<file path="src/rtl/roba_fir_sequencer.sv">
// roba_fir_sequencer: time-multiplexed FIR controller sharing one ROBA approximate multiplier across all taps.
// Optional macro ROBA_ROUND_NEAREST_EN: round operands to the nearest power of two (default: floor).
module roba_fir_sequencer #(
    parameter int DW   = 16,
    parameter int CW   = 16,
    parameter int TAPS = 8,
    parameter int ACCW = 40
) (
    input  logic                    clk,
    input  logic                    rst,
    input  logic                    coef_we,
    input  logic [$clog2(TAPS)-1:0] coef_addr,
    input  logic [CW-1:0]           coef_wdata,
    input  logic                    in_valid,
    output logic                    in_ready,
    input  logic [DW-1:0]           in_data,
    output logic                    out_valid,
    input  logic                    out_ready,
    output logic [ACCW-1:0]         out_data,
    output logic                    busy
);
    localparam int AW  = $clog2(TAPS);
    localparam int MW  = (DW > CW) ? DW : CW;
    localparam int PW  = $clog2(MW) + 1;
    localparam int PRW = DW + CW + 1;

    typedef enum logic [1:0] {IDLE, ROUND, MAC, DONE} state_t;

    state_t                  state_q;
    logic [TAPS-1:0][DW-1:0] x_q;
    logic [TAPS-1:0][CW-1:0] c_q;
    logic [AW-1:0]           tap_q;
    logic [ACCW-1:0]         acc_q, acc_d;
    logic [DW-1:0]           xm_q;
    logic [CW-1:0]           cm_q;
    logic [PW-1:0]           pa_q, pb_q;
    logic                    sgn_q, zero_q;
    logic                    out_valid_q, busy_q, in_ready_q;
    logic [ACCW-1:0]         out_data_q;

    // Leading-one position; the nearest variant bumps the exponent when the next bit down is set.
    function automatic logic [PW-1:0] lead_pos(input logic [MW-1:0] v);
        logic [PW-1:0] p;
`ifdef ROBA_ROUND_NEAREST_EN
        logic [PW-1:0] pm1;
        logic [MW-1:0] sh;
`endif
        p = '0;
        for (int i = 0; i < MW; i++)
            if (v[i]) p = PW'(i);
`ifdef ROBA_ROUND_NEAREST_EN
        pm1 = p - 1'b1;
        sh  = v >> pm1;
        if (p != '0 && sh[0]) p = p + 1'b1;
`endif
        return p;
    endfunction

    logic [DW-1:0] xs, xmag;
    logic [CW-1:0] cs, cmag;

    // -2^(DW-1) negates to itself, which read unsigned is the correct magnitude.
    always_comb begin
        xs   = x_q[tap_q];
        cs   = c_q[tap_q];
        xmag = xs[DW-1] ? (~xs + 1'b1) : xs;
        cmag = cs[CW-1] ? (~cs + 1'b1) : cs;
    end

    logic [PRW-1:0]  prod;
    logic [ACCW-1:0] pext;

    always_comb begin
        prod  = (PRW'(cm_q) << pa_q) + (PRW'(xm_q) << pb_q) - (PRW'(1) << (pa_q + pb_q));
        pext  = ACCW'(prod);
        acc_d = acc_q;
        if (!zero_q)
            acc_d = sgn_q ? (acc_q - pext) : (acc_q + pext);
    end

    always_ff @(posedge clk) begin
        if (rst) begin
            state_q     <= IDLE;
            x_q         <= '0;
            c_q         <= '0;
            tap_q       <= '0;
            acc_q       <= '0;
            xm_q        <= '0;
            cm_q        <= '0;
            pa_q        <= '0;
            pb_q        <= '0;
            sgn_q       <= 1'b0;
            zero_q      <= 1'b0;
            out_valid_q <= 1'b0;
            out_data_q  <= '0;
            busy_q      <= 1'b0;
            in_ready_q  <= 1'b1;
        end else begin
            if (coef_we && !busy_q && int'(coef_addr) < TAPS)
                c_q[coef_addr] <= coef_wdata;

            unique case (state_q)
                IDLE: begin
                    if (in_valid) begin
                        x_q        <= {x_q[TAPS-2:0], in_data};
                        acc_q      <= '0;
                        tap_q      <= '0;
                        state_q    <= ROUND;
                        in_ready_q <= 1'b0;
                        busy_q     <= 1'b1;
                    end
                end
                ROUND: begin
                    xm_q    <= xmag;
                    cm_q    <= cmag;
                    pa_q    <= lead_pos(MW'(xmag));
                    pb_q    <= lead_pos(MW'(cmag));
                    sgn_q   <= xs[DW-1] ^ cs[CW-1];
                    zero_q  <= (xs == '0) || (cs == '0);
                    state_q <= MAC;
                end
                MAC: begin
                    acc_q <= acc_d;
                    if (tap_q == AW'(TAPS - 1)) begin
                        state_q     <= DONE;
                        busy_q      <= 1'b0;
                        out_valid_q <= 1'b1;
                        out_data_q  <= acc_d;
                    end else begin
                        tap_q   <= tap_q + 1'b1;
                        state_q <= ROUND;
                    end
                end
                DONE: begin
                    if (out_ready) begin
                        state_q     <= IDLE;
                        out_valid_q <= 1'b0;
                        in_ready_q  <= 1'b1;
                    end
                end
                default: state_q <= IDLE;
            endcase
        end
    end

    assign in_ready  = in_ready_q;
    assign out_valid = out_valid_q;
    assign out_data  = out_data_q;
    assign busy      = busy_q;

endmodule

</file>
<file path="config.mk">
export PLATFORM = sky130hd
export DESIGN_NAME = roba_fir_sequencer
export DESIGN_NICKNAME = d
export VERILOG_FILES = /design/src/rtl/roba_fir_sequencer.sv
export SDC_FILE = /design/constraint.sdc
export NUM_CORES = 1
export LEC_CHECK = 0
export ABC_AREA = 1
export CORE_ASPECT_RATIO = 1.1
export CORE_MARGIN = 2
export CORE_UTILIZATION = 41
export DETAILED_ROUTE_END_ITERATION = 16
export GPL_TIMING_DRIVEN = 0
export HOLD_SLACK_MARGIN = 0.06
export SYNTH_ARGS = -nofsm -noshare
export SYNTH_HDL_FRONTEND = slang
export SYNTH_SLANG_ARGS = --single-unit
</file>
<file path="constraint.sdc">
create_clock -name clk -period 8.65 [get_ports clk]
set_input_delay 1.73 -clock clk [delete_from_list [all_inputs] [get_ports clk]]
set_output_delay 1.73 -clock clk [all_outputs]
set_load 0.005 [all_outputs]
</file>
Word level (Yosys, flattened, before mapping)
Index checks and enable logic that the tools add are counted.
{"block": "word_totals", "wordCells": 131, "inputBits": 40, "regBits": 388, "output_inout_bits": 43}
{"block": "op_classes", "n_shift": 3, "mux": 59, "addsub": 8, "n_eq_ne": 8, "reduce_logical": 18, "bitwise": 3, "order_cmp": 3}
{"cell": "5-bit 2-to-1 mux", "n": 28}
{"cell": "128-bit bitwise mux", "n": 1}
{"cell": "40-bit 2-to-1 mux", "n": 3}
{"cell": "16-bit binary-select mux with 3-bit select", "n": 2}
{"cell": "16-bit 2-to-1 mux", "n": 5}
{"cell": "40-bit one-hot mux with 2 select lines", "n": 1}
{"cell": "16-bit by 5-bit left shift with 33-bit output", "n": 2}
{"cell": "16-bit demux with 3-bit select", "n": 1}
{"cell": "40-bit by 33-bit adder with 40-bit output", "n": 1}
{"cell": "40-bit by 33-bit subtractor with 40-bit output", "n": 1}
{"cell": "33-bit adder", "n": 1}
{"cell": "1-bit by 5-bit left shift with 33-bit output (first input constant)", "n": 1}
{"cell": "33-bit subtractor", "n": 1}
{"cell": "16-bit by 1-bit adder with 16-bit output (second input constant)", "n": 2}
{"cell": "16-bit logical NOT", "n": 2}
{"cell": "16-bit inverter", "n": 2}
{"cell": "3-bit AND reduction", "n": 4}
{"cell": "3-bit by 4-bit < comparator with 1-bit output (second input constant)", "n": 2}
{"cell": "1-bit 2-to-1 mux", "n": 8}
{"cell": "2-bit inequality test (second input constant)", "n": 4}
{"cell": "2-bit one-hot mux with 4 select lines", "n": 1}
{"cell": "2-bit AND reduction", "n": 4}
{"cell": "2-bit 2-to-1 mux", "n": 3}
{"cell": "3-bit 2-to-1 mux", "n": 2}
{"cell": "14 further kinds", "n": 20}

Longest topological paths before layout
{"block": "depth", "ltp_word": 20, "mapped_depth": 49}

Least setup slack after synthesis
Ideal clock, no wire load.
{"block": "synth_path", "kind": "register to register", "start": "reg pb_q[1]", "end": "reg out_data_q[35] (netlist: out_data[35])", "arrival_time_ps": 6411, "slack_ps": 2125, "setup_time_ps": 114, "stages_incl_launch_ff": 41, "path_cell_list": "dfxtp_1 clkbuf_1 inv_1 clkbuf_1 fa_1 inv_1 a31oi_1 inv_1 clkbuf_1 nor2_1 fa_1 inv_1 ha_1 nand2_1 inv_1 nand2_1 nand2_1 inv_1 [... 5 more ...] nand2_2 nor2_4 nand3_2 nand2_2 o21ai_1 xor2_1 ha_1 nand2_1 inv_1 a21oi_1 o21ai_0 a221oi_1 nand3_1 or2_2 nand3_1 nand2_1 o21bai_1 inv_1"}
{"block": "synth_between", "elab_chain_len": 6, "elab_cells_between_ends": 9, "cone_classes": "add/sub (5); shift (2); mux (2)"}
{"item": "start, declared", "line_no": "36", "source": "logic [PW-1:0] pa_q, pb_q;"}
{"item": "start signal, assigned", "line_no": "117", "source": "pb_q <= lead_pos(MW'(cmag));"}
{"item": "16-bit by 5-bit left shift with 33-bit output or 5-bit adder (tied branches)", "line_no": "74", "source": "prod = (PRW'(cm_q) << pa_q) + (PRW'(xm_q) << pb_q) - (PRW'(1) << (pa_q + pb_q));"}
{"item": "33-bit adder or 1-bit by 5-bit left shift with 33-bit output (tied branches)", "line_no": "74"}
{"item": "33-bit subtractor *", "line_no": "74"}
{"item": "40-bit by 33-bit adder with 40-bit output or 40-bit by 33-bit subtractor with 40-bit output (tied branches)", "line_no": "78", "source": "acc_d = sgn_q ? (acc_q - pext) : (acc_q + pext);"}
{"item": "40-bit 2-to-1 mux *", "line_no": "78"}
{"item": "40-bit 2-to-1 mux *", "line_no": "77", "source": "if (!zero_q)"}
{"item": "end signal, assigned", "line_no": "95", "source": "out_data_q <= '0;"}
{"item": "end signal, assigned", "line_no": "128", "source": "out_data_q <= acc_d;"}
{"item": "end, declared", "line_no": "39", "source": "logic [ACCW-1:0] out_data_q;"}
Mark *: on every way between the ends. The rest lies on a longest branch, timed or not.
A chain may end at the register's enable or synchronous reset.

Worst setup path after layout
{"block": "layout_path", "start": "reg pa_q[1]", "end": "reg acc_q[35]"}
{"block": "layout_between", "elab_chain_len": 7, "elab_cells_between_ends": 10, "cone_classes": "add/sub (5); shift (2); mux (3)"}
{"item": "start, declared", "line_no": "36"}
{"item": "start signal, assigned", "line_no": "116", "source": "pa_q <= lead_pos(MW'(xmag));"}
{"item": "16-bit by 5-bit left shift with 33-bit output or 5-bit adder (tied branches)", "line_no": "74"}
{"item": "33-bit adder or 1-bit by 5-bit left shift with 33-bit output (tied branches)", "line_no": "74"}
{"item": "33-bit subtractor *", "line_no": "74"}
{"item": "40-bit by 33-bit adder with 40-bit output or 40-bit by 33-bit subtractor with 40-bit output (tied branches)", "line_no": "78"}
{"item": "40-bit 2-to-1 mux *", "line_no": "78"}
{"item": "40-bit 2-to-1 mux *", "line_no": "77"}
{"item": "40-bit one-hot mux with 2 select lines *", "line_no": "102", "source": "unique case (state_q)"}
{"item": "end signal, assigned", "line_no": "87", "source": "acc_q <= '0;"}
{"item": "end signal, assigned", "line_no": "106", "source": "acc_q <= '0;"}
{"item": "end signal, assigned", "line_no": "123", "source": "acc_q <= acc_d;"}
{"item": "end, declared", "line_no": "33", "source": "logic [ACCW-1:0] acc_q, acc_d;"}
Marks and branches as above.

==> qor.txt <==
# setup viols final -> 0
Post-layout min period -> 8.06 ns
Fmax achieved -> 0.124 GHz
Fill cell count -> 6756
Slew @ Worst Pin -> 0.910 ns
Rel. slew slack -> 0.393
Sequential fraction of the synthesis area -> 0.300
Worst hold path class -> flip-flop to flip-flop
Largest net degree at the start of global routing -> 15
Hold_sp -> x_q[49]
Max cap viols -> 0
Gpl congestion -> 0.955
Fin worst setup slack -> 0.591 ns
Max incr delay on CP -> 0.59 ns
Fin crit share -> 0.932
Most common cell after layout, fill and taps aside -> nand2_1
Final hold violation count -> 0
CP max FO -> 10
Hold path depth -> 2
DPL Wire Length -> 74200 um
Die area -> 64800 um2
Clk buf depth -> 3
Area Overhead vs Synth -> 13.0%
CP Launch Point -> pa_q[1]
Vias in the first global route -> 24852
Ant diodes -> 0
DR vias/cell -> 5.26
NumNets Final -> 4383
Synth cell types -> 58
Clk pin slew, worst setup/hold paths -> 0.06 ns
GR Util All Layers -> 0.283
GR peak layer -> met2
Detailed Route Iter0 Violations -> 2140
GRT overflow -> 0
TritonCTS clock tree -> done
M3 GR Usage -> 0.0254
Clock power frac -> 0.225
RSZ-0062 raised after global routing -> false
Flop2flop setup slack -> 0.59 ns
Synth Warn # -> 0
R2R cell count -> 40
Worst R2R End -> acc_q[35]
Post-synth EDFFs -> 0
Initial Util -> 0.414
TritonRoute pass-1 iters -> 8
Peak VDD IR -> 170 uV
Leakage -> 13.3 nW
Worst r2r src -> pa_q[1]
Sequential share of power -> 0.225
Final Slew Violations -> 0
Combinational share of power -> 0.550
WL/cell -> 18.5 um
DIE WIDTH -> 243 um
Syn Area/Cell -> 6.26 um2
Worst-Skew Late Latency -> 0.63 ns
Synthesized flop and latch total -> 386
Switch share -> 0.477
Post-synth ARST share -> 0
Worst setup SP type -> flip-flop
Vias after detailed routing -> 26778
# clock sinks -> 386
First-pass GRT wire length -> 144000 um
Post-Syn Area -> 25800 um2
Net Count, Synth -> 4267
Core area -> 62200 um2
Setup TNS -> 0 ns
Die Y -> 267 um
Crit-path slowest cell -> fa_1
Core Rows -> 96
WL final -> 94100 um
Root buffer cell -> clkbuf_16
Worst Path Required -> 9.06 ns
Pwr dens -> 302 nW/um2
DRC violations left -> 0
Net switching power -> 0.00419 W
Arrival @ worst endpoint -> 8.47 ns
Internal -> 0.00459 W
Layout cells sized above 1 -> 0.0526
Finished Core Util -> 0.468
Most frequent cells in the layout -> nand2_1, nor2_1, o21ai_0
Crit Path Category -> flip-flop to flip-flop
CTS Hold Bufs -> 0
I/O pin cnt -> 83
H-tree lvl count -> 2
Clk_skew -> 0.0805 ns
Port Buf Inserts -> 70
Post-place setup slack -> 0.317 ns
Crit. End Element -> flip-flop
Initial antenna violation count -> 2
M1 GR Usage -> 0.345
Status -> complete, no violations
Main flop type after synthesis -> dfxtp_1
Num CTS Buffers -> 44
Met2 Use GR -> 0.512
Hold Crit Endpoint -> x_q[65]
ANT nets after route -> 0
Synth Instances -> 4113
## kinds of logic (layout without fill, tap and decap cells)
kind of cell | count (synthesis) | count (layout) | synth area share
fa+ha+maj | 114 | 114 | 0.0650
simple gates | 1841 | 1841 | 0.291
buf+inv | 693 | 841 | 0.108
xor+xnor | 67 | 67 | 0.0245
mux | 15 | 15 | 0.00598
compound gates | 997 | 997 | 0.205
flops | 386 | 386 | 0.300
## Yosys cell counts, types with 7 or more instances
cell / instances / share of area
a21o_1: 10 / 0.0029
clkbuf_1: 152 / 0.022
mux2i_1: 14 / 0.0054
clkinv_1: 8 / 0.0012
o21ai_0: 570 / 0.11
buf_2: 24 / 0.0047
nand2_1: 834 / 0.12
o211ai_1: 17 / 0.0050
dfxtp_1: 386 / 0.30
inv_2: 10 / 0.0015
nor2_2: 8 / 0.0019
inv_1: 455 / 0.066
or2_2: 41 / 0.010
nor2_1: 697 / 0.10
nand3b_1: 12 / 0.0035
ha_1: 81 / 0.039
nand2_2: 11 / 0.0027
o21bai_1: 23 / 0.0067
nand4_1: 15 / 0.0036
buf_6: 17 / 0.0074
a21boi_0: 7 / 0.0020
nor3_1: 29 / 0.0056
buf_1: 21 / 0.0031
nand3_1: 172 / 0.033
xor2_1: 43 / 0.015
fa_1: 33 / 0.026
a21oi_1: 260 / 0.051
o21ai_1: 39 / 0.0076
xnor2_1: 18 / 0.0061
o22ai_1: 23 / 0.0056
a31oi_1: 22 / 0.0053
## metrics by stage
stage | std cells | total power (W) | cell area (um2) | hold slack [ns]
final | 5094 | 0.00879 | 29100 | 0.409
after global routing | 5094 | 0.00947 | 29100 | 0.446
after CTS | 5094 | 0.00873 | 29000 | 0.411
after detailed placement | 5016 | 0.00675 | 27500 | 0.444
after global placement | 5016 | 0.00676 | 27500 | 0.441
after floorplan | 4113 | 0.00542 | 25800 | 0.423
## power by group through the flow
stage / registers [W] / clock network [W] / logic, W
2_1_floorplan: 0.00199 / 0 / 0.00343
3_3_place_gp: 0.00201 / 0 / 0.00474
3_5_place_dp: 0.00202 / 0 / 0.00473
4_1_cts: 0.00198 / 0.00199 / 0.00476
5_1_grt: 0.00199 / 0.00206 / 0.00542
6_report: 0.00198 / 0.00197 / 0.00483
## routing by layer
layer  part of all wire  vias up
li1                   -    13458
met1               0.42    12297
met2               0.49      821
met3              0.049      202
met4              0.042        0
met5                  0        -
## what timing repair did
item                                   4_1_cts  5_1_grt
endpoints found under the hold margin        0        0
buffers inserted                             0        0
resized for setup                            0       16
setup endpoints to repair                    0       23
## flip-flops by register name, indices dropped and copies added, names as in the netlist, 2 cells and up
signal / flops
tap_q: 3
xm_q: 16
pb_q: 4
cm_q: 16
c_q: 128
pa_q: 4
out_data: 40
x_q: 128
acc_q: 40
state_q: 2
## worst max path at each step
stage / slack, ns / to / depth (start not counted)
6_report: 0.59 / acc_q[35] / 40
2_1_floorplan: 2.12 / out_data[35] / 40
4_1_cts: 0.30 / acc_q[35] / 40
5_1_grt: 0.03 / acc_q[35] / 40
3_3_place_gp: 0.32 / acc_q[20] / 34
3_5_place_dp: 0.32 / out_data[35] / 40
## area by class of cell
class	count	area (um2)	area share
multi-input cells	3034	15300	0.526
flip-flops and latches	386	7730	0.266
inverters	473	1780	0.0610
clock buffers	64	1290	0.0442
well taps	833	1040	0.0358
plain buffers	220	1010	0.0347
repair buffers	70	701	0.0241
clock inverters	14	238	0.00817
## critical path, delay by kind of cell (launching register included)
family	cells	cell delay, ns
AO/OA/AOI/OAI	6	1.03
XOR/XNOR	2	0.63
adder cells (fa/ha/maj)	4	1.93
buffers and inverters	11	1.57
flip-flops	1	0.37
AND/OR/NAND/NOR	17	2.37
(Power assumes the default switching activity.)
